## src/rtl/rr_mux_pkg.sv

```systemverilog
// rtl/rr_mux_pkg.sv - shared constants and helpers for the rr_mux_n block
//
// Purpose: arbitration mode constants and the round-robin pointer helper
// used by rr_arbiter and rr_mux_n.
package rr_mux_pkg;

    localparam int ARB_FIXED = 0;
    localparam int ARB_RR    = 1;

    // (g + 1) mod n, written as a compare so that n need not be a power of two.
    function automatic logic [4:0] next_ptr(input logic [4:0] g, input logic [4:0] n);
        return (g == n - 5'd1) ? 5'd0 : g + 5'd1;
    endfunction

endpackage

```

## src/rtl/rr_arbiter.sv

```systemverilog
// rtl/rr_arbiter.sv - N-way round-robin / fixed-priority grant with pointer register
//
// Purpose: picks one requesting channel per cycle. With RR=1 the search starts
// at ptr and wraps; with RR=0 the search always starts at 0 (lowest index wins).
// Ports:
//   clk, rst    clock and synchronous active-high reset
//   req[N]      per-channel request
//   advance     a transfer on the granted channel happens this cycle
//   grant[N]    one-hot grant, zero when no request
//   grant_idx   binary index of the granted channel
module rr_arbiter
    import rr_mux_pkg::*;
#(
    parameter  int N  = 4,
    parameter  int RR = ARB_RR,
    localparam int SW = $clog2(N)
) (
    input  logic          clk,
    input  logic          rst,
    input  logic [N-1:0]  req,
    input  logic          advance,
    output logic [N-1:0]  grant,
    output logic [SW-1:0] grant_idx
);

    logic [SW-1:0] ptr;

    // Search order base, base+1, ... mod N; first requester wins. Fixed
    // priority is the same search with base pinned at 0.
    always_comb begin : grant_search
        int  base;
        int  idx;
        logic found;
        grant     = '0;
        grant_idx = '0;
        found     = 1'b0;
        idx       = 0;
        base      = (RR != ARB_FIXED) ? int'(ptr) : 0;
        for (int k = 0; k < N; k++) begin
            idx = base + k;
            if (idx >= N) begin
                idx = idx - N;
            end
            if (!found && req[idx]) begin
                found      = 1'b1;
                grant[idx] = 1'b1;
                grant_idx  = SW'(idx);
            end
        end
    end

    // Pointer moves past the winner only when a word is actually taken,
    // so stalls and idle cycles leave the rotation where it was.
    always_ff @(posedge clk) begin
        if (rst || RR == ARB_FIXED) begin
            ptr <= '0;
        end else if (advance) begin
            ptr <= SW'(next_ptr(5'(grant_idx), 5'(N)));
        end
    end

endmodule

```

## src/rtl/rr_mux_n.sv

```systemverilog
// rtl/rr_mux_n.sv - N-channel registered mux with valid/ready and selectable arbitration
//
// Purpose: several producers share one consumer through a single output
// register; one word per cycle when the sink keeps out_ready high.
// Ports:
//   clk, rst      clock and synchronous active-high reset
//   in_valid[N]   per-channel valid
//   in_data[N*W]  channel i at [i*W +: W]
//   in_ready[N]   per-channel accept, one-hot or zero
//   out_valid     output register holds a word
//   out_data[W]   held word
//   out_sel[SW]   channel that supplied out_data
//   out_ready     sink takes the held word this cycle
module rr_mux_n
    import rr_mux_pkg::*;
#(
    parameter  int N  = 4,
    parameter  int W  = 8,
    parameter  int RR = ARB_RR,
    localparam int SW = $clog2(N)
) (
    input  logic           clk,
    input  logic           rst,
    input  logic [N-1:0]   in_valid,
    input  logic [N*W-1:0] in_data,
    output logic [N-1:0]   in_ready,
    output logic           out_valid,
    output logic [W-1:0]   out_data,
    output logic [SW-1:0]  out_sel,
    input  logic           out_ready
);

    logic          load_en;
    logic          xfer;
    logic [N-1:0]  grant;
    logic [SW-1:0] grant_idx;
    logic [W-1:0]  sel_data;

    // Register is free when empty or being drained in this same cycle.
    assign load_en  = !out_valid || out_ready;
    assign in_ready = grant & {N{load_en && !rst}};
    // grant is only ever set on a valid channel, so any ready bit is a transfer.
    assign xfer     = |in_ready;

    rr_arbiter #(
        .N  (N),
        .RR (RR)
    ) u_arb (
        .clk       (clk),
        .rst       (rst),
        .req       (in_valid),
        .advance   (xfer),
        .grant     (grant),
        .grant_idx (grant_idx)
    );

    always_comb begin
        sel_data = '0;
        for (int i = 0; i < N; i++) begin
            if (grant[i]) begin
                sel_data = in_data[i*W +: W];
            end
        end
    end

    // Drain without reload clears valid only; data and sel keep last values.
    always_ff @(posedge clk) begin
        if (rst) begin
            out_valid <= 1'b0;
            out_data  <= '0;
            out_sel   <= '0;
        end else if (load_en) begin
            if (xfer) begin
                out_valid <= 1'b1;
                out_data  <= sel_data;
                out_sel   <= grant_idx;
            end else begin
                out_valid <= 1'b0;
            end
        end
    end

endmodule

```

## config.mk

```make
export PLATFORM = sky130hd
export DESIGN_NAME = rr_mux_n
export DESIGN_NICKNAME = d
export VERILOG_FILES = /design/src/rtl/rr_mux_pkg.sv /design/src/rtl/rr_arbiter.sv /design/src/rtl/rr_mux_n.sv
export SDC_FILE = /design/constraint.sdc
export NUM_CORES = 1
export LEC_CHECK = 0
export ABC_CLOCK_PERIOD_IN_PS = 3000
export CORE_MARGIN = 8
export CORE_UTILIZATION = 39
export CTS_CLUSTER_DIAMETER = 40
export CTS_CLUSTER_SIZE = 12
export DETAILED_ROUTE_END_ITERATION = 6
export PLACE_DENSITY = 0.87
export SLEW_MARGIN = 20
export SYNTH_ARGS = -nofsm -noshare
export SYNTH_HDL_FRONTEND = slang
export SYNTH_SLANG_ARGS = --single-unit
```

## constraint.sdc

```tcl
create_clock -name clk -period 3 [get_ports clk]
set_input_delay 0.6 -clock clk [delete_from_list [all_inputs] [get_ports clk]]
set_output_delay 0.6 -clock clk [all_outputs]
set_load 0.01 [all_outputs]
```

==> flow_metrics.env <==
export IMPL_syn_avg_cell_area_um2=8.27
export IMPL_violations="setup timing"
export IMPL_final_hold_violation_count=0
export IMPL_grt_start_max_net_pins=18
export IMPL_hold_slack_ns=0.497
export IMPL_clock_latency_ns=0.27
export IMPL_synthDistinctLibCells=43
export IMPL_htree_levels=1
export IMPL_synth_area_leaders="dfxtp_1 20%, ha_1 6.8%, nor2_1 6.2%"
export IMPL_yosysWarnings=0
export IMPL_die_height_um=73.3
export IMPL_holdCritPathClass="reg -> reg"
export IMPL_area_delta_synth_final_pct=68.5
export IMPL_drv_slew=0
export IMPL_initial_core_util_pct=39.6
export IMPL_cts_path_max_buffers=2
export IMPL_synth_seq_area_share_pct=20.3
export IMPL_die_w_um=73.3
export IMPL_maxCapViolCount=0
export IMPL_finalWorstSetupSlack_ns=-0.0515
export IMPL_yosysTopAreaCellShare_pct=20.3
export IMPL_rsz0062_at_grt="true"
export IMPL_wire_per_inst_um=16.3
export IMPL_synth_async_reset_ratio_pct=0
export IMPL_drive_above_1_share_pct=27.9
export IMPL_cts_clk_slew_worst_paths_ns=0.08
export IMPL_dp_hpwl_um=3530
export IMPL_tns_ns=-0.124
export IMPL_period_share_pct=102
export IMPL_clockRootBuffer="clkbuf_4"
export IMPL_synth_area_um2=1280
export IMPL_core_area_um2=3230
export IMPL_synth_top_area_cell="dfxtp_1"
export IMPL_grt_overflow=0
export IMPL_setup_violations=5
export IMPL_grt_usage_pct=16.8
export IMPL_place_area_um2=2040
export IMPL_synth_flop_cell="dfxtp_1"
export IMPL_synth_ff_latch_count=13
export IMPL_route_vias_total=1554
export IMPL_p_leak_nw=0.908
export IMPL_synth_fp_nets=201
export IMPL_slew_headroom_pct=78.0
export IMPL_power_density_nw_per_um2=1190
export IMPL_finalCriticalPeriod_ns=3.05
export IMPL_worstSetupStartpointType="flop"
export IMPL_critPathKind="reg -> out"
export IMPL_synth_edf_count=0
export IMPL_tightest_slew_ns=0.330
export IMPL_ios=54
export IMPL_fin_area_um2=2160
export IMPL_fin_worst_skew_ns=0.00192
export IMPL_ir_drop_uv=737
export IMPL_cp_max_fo=5
export IMPL_gp_congestion=0.801
export IMPL_total_power_w=0.00257
export IMPL_numCtsBuffers=3
export IMPL_ant_nets=0
export IMPL_num_rows=21
export IMPL_io_buffers=53
export IMPL_cp_arrival_ns=2.45
export IMPL_max_freq_mhz=328
export IMPL_grt_pass1_wl_um=7170
export IMPL_clock_sinks=13
export IMPL_layout_nets=287
export IMPL_wl_um=4660
export IMPL_first_iter_violations=85
export IMPL_drt_first_pass_iters=4
export IMPL_first_global_vias=1532
export IMPL_required_ns=2.40
export IMPL_antennaDiodeCount=0
export IMPL_synthCells=155
export IMPL_status="finished with violations"
export IMPL_post_route_util_pct=66.8
export IMPL_cts_tree="yes"
export IMPL_antenna_found_initial=0
export IMPL_drt_vias_per_instance=5.43
export IMPL_die_area_um2=5380
export IMPL_crit_path_end_kind="output pin"
export IMPL_drcViolationCount=0
==> metrics by stage <==
step | setup WS (ns) | std cells
3_3_place_gp | -0.446 | 272
2_1_floorplan | 0.00619 | 155
6_report | -0.0515 | 286
3_5_place_dp | -0.542 | 272
4_1_cts | -0.0261 | 284
5_1_grt | -0.116 | 286
==> where the power goes <==
part           switching, W  internal [W]
clock             0.0000552     0.0000515
combinational       0.00106       0.00109
sequential        0.0000450      0.000261
==> cells in the final DEF (no fill, tap or decap), types with 3 or more instances in the layout <==
cell type,count
clkdlybuf4s50_1,45
buf_4,34
nor2_1,17
inv_1,17
dfxtp_1,11
nand2_1,10
o211ai_1,9
o221ai_1,8
a311oi_1,7
ha_1,6
mux2i_1,4
a21oi_1,4
nor2_2,4
dlygate4sd2_1,4
buf_2,4
mux4_2,3
inv_2,3
a221oi_1,3
nand2b_1,3
a221o_1,3
clkbuf_4,3
==> worst paths after layout <==
| kind | from | end | slack [ns] | cells past startpoint |
|---|---|---|---|---|
| max reg2reg | u_arb.ptr[1]$_SDFFE_PP0P_ | u_arb.ptr[0]$_SDFFE_PP0P_ | 0 | 11 |
| min | out_sel[1]$_SDFFE_PP0P_ | out_sel[1]$_SDFFE_PP0P_ | 0.50 | 2 |
| max | u_arb.ptr[1]$_SDFFE_PP0P_ | in_ready[0] | -0.05 | 9 |
| min reg2reg | out_sel[1]$_SDFFE_PP0P_ | out_sel[1]$_SDFFE_PP0P_ | 0.50 | 2 |
==> timing repair <==
action | CTS | global route
pin swaps | 5 | 7
resized for setup | 29 | 7
hold buffers | 0 | 0
endpoints found under the setup margin | 13 | 16
setup buffers | 8 | 2
==> layer usage <==
layer | GRT usage (%) | up-vias | share of wire (%)
li1 | - | 758 | -
met1 | 19.1 | 727 | 42
met2 | 30.2 | 63 | 48
met3 | 4.91 | 6 | 9.3
met4 | 2.88 | 0 | 1.1
met5 | 0 | - | 0
==> critical path, stage by stage (launching register included) <==
cell      delay [ns]
dfxtp_2         0.35
inv_2           0.05
ha_4            0.27
mux4_2          0.57
buf_4           0.18
nor2b_4         0.16
a221oi_1        0.10
o21a_1          0.23
nor2_2          0.11
buf_2           0.15
==> logic make-up after synthesis <==
family / after synthesis / synth area share, %
compound gates: 52 / 34.9
simple gates: 46 / 17.4
fa+ha+maj: 7 / 6.84
buf+inv: 29 / 11.3
mux: 8 / 9.28
flops: 13 / 20.3
==> sequential cells by signal (all words and copies together) (netlist names) <==
name	cells
out_valid	1
u_arb.ptr	2
out_data	8
out_sel	2
==> cell type report <==
cell class	count	area (µm²)
inverters	20	75.1
multi-input cells	113	933
fillers	255	1070
well taps	46	57.6
clock buffers	4	26.3
flip-flops and latches	13	263
repair buffers	90	803
==> cells in the mapped netlist, drive strengths merged, types with 2 or more instances <==
| master | n |
|---|---|
| nand2 | 10 |
| o221ai | 8 |
| nand2b | 3 |
| o211ai | 9 |
| a21oi | 6 |
| a311oi | 8 |
| nor2b | 2 |
| mux2i | 4 |
| inv | 20 |
| clkbuf | 2 |
| and3b | 2 |
| buf | 7 |
| mux4 | 3 |
| a221oi | 4 |
| o21ai | 3 |
| nor3b | 2 |
| nor2 | 21 |
| a221o | 4 |
| dfxtp | 13 |
| ha | 7 |
Power figures use the tool's default switching activity.
